<file path="config.mk">
export PLATFORM = sky130hd
export DESIGN_NAME = updn_counter_sched
export DESIGN_NICKNAME = d
export VERILOG_FILES = /design/src/rtl/updn_counter_sched.sv
export SDC_FILE = /design/constraint.sdc
export NUM_CORES = 1
export LEC_CHECK = 0
export ABC_AREA = 1
export CAP_MARGIN = 25
export CORE_ASPECT_RATIO = 1.4
export CORE_MARGIN = 10
export CORE_UTILIZATION = 30
export DETAILED_ROUTE_END_ITERATION = 8
export GPL_TIMING_DRIVEN = 0
export PLACE_DENSITY_LB_ADDON = 0.12
export SYNTH_ARGS = -nofsm -noshare
export SYNTH_HDL_FRONTEND = slang
export SYNTH_SLANG_ARGS = --single-unit
</file>
<file path="constraint.sdc">
create_clock -name clk -period 2.4 [get_ports clk]
set_input_delay 0.48 -clock clk [delete_from_list [all_inputs] [get_ports clk]]
set_output_delay 0.48 -clock clk [all_outputs]
set_load 0.03 [all_outputs]
</file>
<file path="src/rtl/updn_counter_sched.sv">
// rtl/updn_counter_sched.sv - round-robin two-requester scheduler driving a 4-bit up/down counter
// Loads the winner's start value, then walks the shortest modular path to its target.
module updn_counter_sched (
    input  logic       clk,
    input  logic       rst,
    input  logic [1:0] req,
    input  logic [3:0] start0,
    input  logic [3:0] target0,
    input  logic [3:0] start1,
    input  logic [3:0] target1,
    output logic [1:0] gnt,
    output logic [1:0] done,
    output logic       err,
    output logic       busy,
    output logic       Enable,
    output logic       Load,
    output logic       UpDn,
    output logic [3:0] Data,
    input  logic [3:0] Q
);

    typedef enum logic [1:0] {
        IDLE  = 2'd0,
        LOAD  = 2'd1,
        COUNT = 2'd2,
        DONE  = 2'd3
    } state_t;

    state_t     state;
    state_t     state_nxt;
    logic       owner_q;
    logic       last_q;
    logic       dir_q;
    logic       err_q;
    logic [3:0] start_q;
    logic [3:0] target_q;
    logic [3:0] step_q;

    logic       grant_valid;
    logic       winner;
    logic [3:0] sel_start;
    logic [3:0] sel_target;
    logic [3:0] sel_diff;
    logic       count_hit;
    logic       step_max;

    // On a tie the requester not served last wins; a lone request always wins.
    always_comb begin
        grant_valid = (state == IDLE) && (req != 2'b00);
        winner      = (req == 2'b11) ? ~last_q : req[1];
        sel_start   = winner ? start1 : start0;
        sel_target  = winner ? target1 : target0;
        sel_diff    = sel_target - sel_start;
        count_hit   = (Q == target_q);
        step_max    = (step_q == 4'd8);
    end

    always_ff @(posedge clk) begin
        if (rst) begin
            state    <= IDLE;
            owner_q  <= 1'b0;
            last_q   <= 1'b1;
            dir_q    <= 1'b0;
            err_q    <= 1'b0;
            start_q  <= 4'd0;
            target_q <= 4'd0;
            step_q   <= 4'd0;
        end else begin
            state <= state_nxt;
            case (state)
                IDLE: begin
                    if (grant_valid) begin
                        owner_q  <= winner;
                        last_q   <= winner;
                        start_q  <= sel_start;
                        target_q <= sel_target;
                        dir_q    <= (sel_diff <= 4'd8);
                        step_q   <= 4'd0;
                    end
                end
                COUNT: begin
                    if (count_hit) begin
                        err_q <= 1'b0;
                    end else if (step_max) begin
                        err_q <= 1'b1;
                    end else begin
                        step_q <= step_q + 4'd1;
                    end
                end
                default: begin
                end
            endcase
        end
    end

    always_comb begin
        state_nxt = state;
        case (state)
            IDLE:    if (grant_valid) state_nxt = LOAD;
            LOAD:    state_nxt = COUNT;
            COUNT:   if (count_hit || step_max) state_nxt = DONE;
            DONE:    state_nxt = IDLE;
            default: state_nxt = IDLE;
        endcase
    end

    // Grant is suppressed while reset is held so no request is accepted then.
    always_comb begin
        gnt    = 2'b00;
        done   = 2'b00;
        err    = 1'b0;
        busy   = (state != IDLE);
        Enable = 1'b0;
        Load   = 1'b0;
        UpDn   = dir_q;
        Data   = start_q;
        if (grant_valid && !rst) begin
            gnt = winner ? 2'b10 : 2'b01;
        end
        if (state == LOAD) begin
            Load = 1'b1;
        end
        if (state == COUNT) begin
            Enable = !count_hit && !step_max;
        end
        if (state == DONE) begin
            done = owner_q ? 2'b10 : 2'b01;
            err  = err_q;
        end
    end

endmodule

</file>
======== After elaboration in Yosys (flattened, before gate mapping) ========
Cells that the tools add are included.
cells by class
  multipliers ............................. 0
  magnitude comparators ................... 1
  equal/unequal tests ..................... 10
  div/mod/pow operators ................... 0
  bitwise operators ....................... 1
  add/sub/neg operators ................... 2
  shifts and indexed selects .............. 0
  multiplexer cells ....................... 19
  reduce and logical (&&, ||, !) cells .... 16
operators with widths
  cell                                           count
  2-to-1 mux 4 bit                               5
  2-to-1 mux 2 bit                               6
  inequality test 2 bit, second input constant   4
  case mux 2 bit (4 select lines)                1
  case mux 4 bit (2 select lines)                1
  nonzero test 2 bit                             4
  == test 2 bit, second input constant           3
  2-to-1 mux 1 bit                               6
  AND reduction 2 bit                            3
  adder 4 x 1 -> 4 bit, second input constant    1
  == test 4 bit                                  1
  == test 4 bit, second input constant           1
  <= comparator 4 bit, second input constant     1
  AND reduction 4 bit                            1
  subtractor 4 bit                               1
  logical AND 1 bit                              3
  zero test 1 bit                                3
  == test 2 x 1 -> 1 bit, second input constant  1
  zero test 2 bit                                1
  logical OR 1 bit                               1
  inverter 1 bit                                 1
storage, ports and cells
  bits in latches ......................... 0
  memories ................................ 0
  register bits after elaboration ......... 18
  bits of input ports ..................... 24
  bits in read-only memories .............. 0
  logic and storage cells ................. 57
  bits in writable memories ............... 0
  output and inout port bits .............. 13

======== Depth between registers and ports, before layout ========
  word-level depth ........................ 5
  mapped depth ............................ 16

======== Worst setup path after synthesis ========
No wires, ideal clock.
  path kind ............................... input to register
  from .................................... input req[0]
  to ...................................... register dir_q (netlist: UpDn)
  library setup time ...................... 109 ps
  buffers on the path ..................... 1
  arrival ................................. 1940 ps
  setup slack ............................. 352 ps
  stages .................................. 12
  required time ........................... 2291 ps
  cells stage by stage .................... nand2_2 > nand2_2 > buf_8 > mux2i_1 > ha_1 > fa_1 > nand2_1 > nor2_1 > a21oi_1 > nand3_1 > nand2_1 > inv_1
on the way
  cells in the longest elaborated chain, start to end .. 5
  elaborated cells on any way between the ends .. 9
  those cells by class .................... add/sub: 1; order compare: 1; eq/ne: 1; mux: 3; reduce/logical: 3
ends and longest elaborated chain
  item                                        RTL line  RTL
  from (decl)                                 6         input logic [1:0] req,
  == test 2 bit                               50        winner = (req == 2'b11) ? ~last_q : req[1];
  2-to-1 mux 1 bit                            50
  2-to-1 mux 4 bit, on equally long branches  52, 51
  subtractor 4 bit                            53        sel_diff = sel_target - sel_start;
  <= comparator 4 bit                         77        dir_q <= (sel_diff <= 4'd8);
  to (signal assigned)                        77
  to (decl)                                   33        logic dir_q;
Several ways; a longest one is shown, not always the timed one.
A chain may end at the register's enable or synchronous reset.

======== Worst setup path after layout ========
  from .................................... register state[0]
  to ...................................... output busy
on the way
  cells in the longest elaborated chain, start to end .. 1
ends and longest elaborated chain
  item                    RTL line  RTL
  from (decl)             29        state_t state;
  from (signal assigned)  69        state <= state_nxt;
  nonzero test 2 bit      112       busy = (state != IDLE);
  to (decl)               14        output logic busy,
No other way between the ends.

==> summary.md <==
| Metric | Value |
|---|---|
| Sum Neg Setup Slack | 0 ps |
| Top delay family on crit path | buffers and inverters |
| Compound-Gate Fraction of Synth Area | 13.8% |
| Crit-path slowest cell | clkdlybuf4s50_1 |
| Reg2Reg Depth | 12 |
| Gr ovfl total | 0 |
| Number of flops mapped to enable cells by yosys | 0 |
| Critical path depth | 4 |
| Initial antenna violation count | 0 |
| Pre-CTS setup slack | -412 ps |
| Synth area leader | dfxtp_1 |
| Data required, critical path | 1920 ps |
| Maxcap violations | 0 |
| Clk_skew | 1.30 ps |
| Power, Total | 1.63 mW |
| Simple-gate share of the synthesized area | 32.4% |
| Final period util | 91.9% |
| CP max FO | 4 |
| Worst path max stage delay | 670 ps |
| FF+latch count, synth | 18 |
| Multiplexer area fraction after synthesis | 1.60% |
| Sink Count | 18 |
| Critical path class | reg -> out |
| Max clock buf depth | 2 |
| Vias post-DR | 1244 |
| Htree depth | 1 |
| I/O pin total | 37 |
| Initial core utilization | 31.4% |
| First-pass GRT wire length | 5.34 mm |
| Syn. warnings | 0 |
| Worst hold path type | reg -> reg |
| Worst-Margin Slew | 468 ps |
| Worst Path Buf+Inv | 3 |
| Fin crit period | 2210 ps |
| Min-delay src | owner_q$_SDFFE_PP0P_ |
| HPWL Detailed | 2.66 mm |
| Rows | 27 |
| Worst Hold Margin | 488 ps |
| Reg area | 360 um^2 |
| Status | complete, no violations |
| Mapped Area | 1250 um^2 |
| Register area share after synthesis | 28.8% |
| PnR worst setup slack | 194 ps |
| Asr flop ratio synth | 0% |
| Max Fclk | 453 MHz |
| Syn nets | 225 |
| PortBufs | 35 |
| Largest family of logic cells by synthesized area | simple AND/OR/NAND/NOR gates |
| Largest net degree at the start of global routing | 11 |
| Via/cell ratio | 4.54 |
| Leak Pwr | 0.849 nW |
| Nets | 266 |
| RSZ-0062 raised after global routing | false |
| Multi-input logic area | 754 um^2 |
| Crit start category | register |
| Post-detailed-route wirelength per cell | 11.7 um |
| Post-synth top flop | dfxtp_1 |
| Pwr/cell area | 946 nW/um^2 |
| Clock transition at the registers of the reported paths | 70 ps |
| Final Max Slew Viols | 0 |
| Root buf cell | clkbuf_8 |
| Total track usage | 9.41% |
| Worst hold path depth | 2 |
| Fillers | 449 |
| Max VDD drop | 0.000401 V |
| RePlAce Congestion | 0.809 |
| Worst skew pair latency | 250 ps |
| RR Startpoint | last_q$_SDFFE_PP1P_ |
| Setup crit start | state[0]$_SDFFE_PP0P_ |
| Synth area leaders | dfxtp_1, nand2_1, ha_1, inv_1, a21oi_1 |
| Reg2reg setup slack | 360 ps |
| DRT Pass-1 Iters | 4 |
| CTS Buf Count | 3 |
| Final WL | 3.21 mm |
| Die Wd | 74.6 um |
| Final setup violation count | 0 |
| CP Cell Sequence | inv_1 > ha_1 > inv_1 > clkdlybuf4s50_1 |
| P&R area growth vs syn | 37.7% |
| Die ar. | 7200 um^2 |
| Worst hold endpoint | owner_q$_SDFFE_PP0P_ |
| Antenna diodes | 0 |
| Gate Count Post-Synth | 191 |
| Final Hold Vio Count | 0 |
| Worst r2r dst | UpDn$_SDFFE_PP0P_ |
| CP arrival | 1730 ps |
| Final ANT Viol Nets | 0 |
| Layout cells sized above 1 | 12.6% |
| Number of global-route vias before repair | 1219 |
| CORE AREA | 3990 um^2 |
| Yosys cell types | 28 |
| DIE HEIGHT | 96.5 um |
| Initial DRC Count | 20 |
| CTS tree | yes |
| Slew margin rel. | 68.8% |
| Yosys top cell area share | 28.8% |
| Critical Path Sink Type | output pin |
| CP most frequent cell | inv_1 |
| DR DRC count | 0 |
| Adder-cell share of the synthesized area | 10.6% |
| Xor-xnor portion of the synthesized cell area | 0.699% |
| Syn Area/Cell | 6.56 um^2 |
==> layout by cell type, fill, tap and decap left out, types with 2 or more instances in the layout <==
cell,synthesis,routed
nand3_1,9,9
nor2_1,17,17
dlygate4sd2_1,0,4
buf_2,2,2
ha_1,9,8
a21oi_1,13,13
o21ai_2,4,4
o21ai_1,2,2
clkbuf_8,0,4
o21ai_0,7,7
a31oi_1,2,2
dfxtp_1,18,18
inv_1,28,28
nand2_1,54,54
nand2_2,6,6
clkdlybuf4s50_1,0,30
inv_2,5,5
==> cell type report <==
cell class	count	area share, %
sequential	18	20.9
buffer	4	1.67
inverter	33	7.18
timing repair buffer	36	20.2
clock buffer	4	3.19
multi-input combinational	136	43.8
tap	43	3.12
==> cells by family (layout without fill, tap and decap cells) <==
family          after synthesis  after routing
buf+inv                      37             77
simple gates                 93             93
fa+ha+maj                    10             10
flops                        18             18
compound gates               30             30
xor+xnor                      1              1
mux                           2              2
==> repair_timing <==
| item | CTS | global route |
|---|---|---|
| hold buffers | 0 | 0 |
| cloned | 0 | 0 |
| buffers inserted | 1 | 0 |
| setup endpoints to repair | 4 | 1 |
| gates resized for setup | 8 | 2 |
==> synthesized netlist by cell type (2+ instances only) <==
cell type  instances
nand2_2            6
a31oi_1            2
inv_1             28
nand3_1            9
nor2_1            17
mux2i_1            2
ha_1               9
dfxtp_1           18
inv_2              5
nand2_1           54
a21oi_1           13
buf_2              2
o21ai_1            2
o21ai_2            4
o21ai_0            7
==> registers in the layout, summed over array words and instances, names as in the netlist <==
signal    flops
state         2
target_q      4
owner_q       1
step_q        4
err_q         1
Data          4
UpDn          1
last_q        1
==> power by group <==
part           internal (mW)  switching (mW)
combinational          0.358           0.554
sequential             0.398          0.0682
clock                  0.146           0.108
==> through the flow <==
stage	util [%]	std cells	instance area (um^2)
finish	43.3	274	1720
global route	43.3	274	1720
CTS	43.3	274	1730
detailed placement	41.6	269	1660
global placement	41.6	269	1660
floorplan	-	191	1250
==> layer usage <==
metal / share of wire (%) / vias up / global-route usage [%]
met5: 0 / - / 0
met4: 1.9 / 0 / 4.27
li1: - / 673 / -
met1: 43 / 544 / 10.3
met3: 5.0 / 4 / 2.45
met2: 50 / 23 / 16.6
==> worst register-to-register path, delay by kind of cell (launching register included) <==
family          cells  cell delay, ps
fa+ha+maj           2             620
compound gates      1             130
buf+inv             2             170
flops               1             350
mux                 1             240
simple gates        6             430
==> how the worst max path moves through the flow <==
stage,to,slack [ps]
after global placement,UpDn$_SDFFE_PP0P_,-430
after detailed placement,UpDn$_SDFFE_PP0P_,-410
after CTS,Enable,20
after floorplan,UpDn$_SDFFE_PP0P_,350
after global routing,UpDn$_SDFFE_PP0P_,50
final,busy,190
No activity file was read; power rests on OpenSTA's default activity.
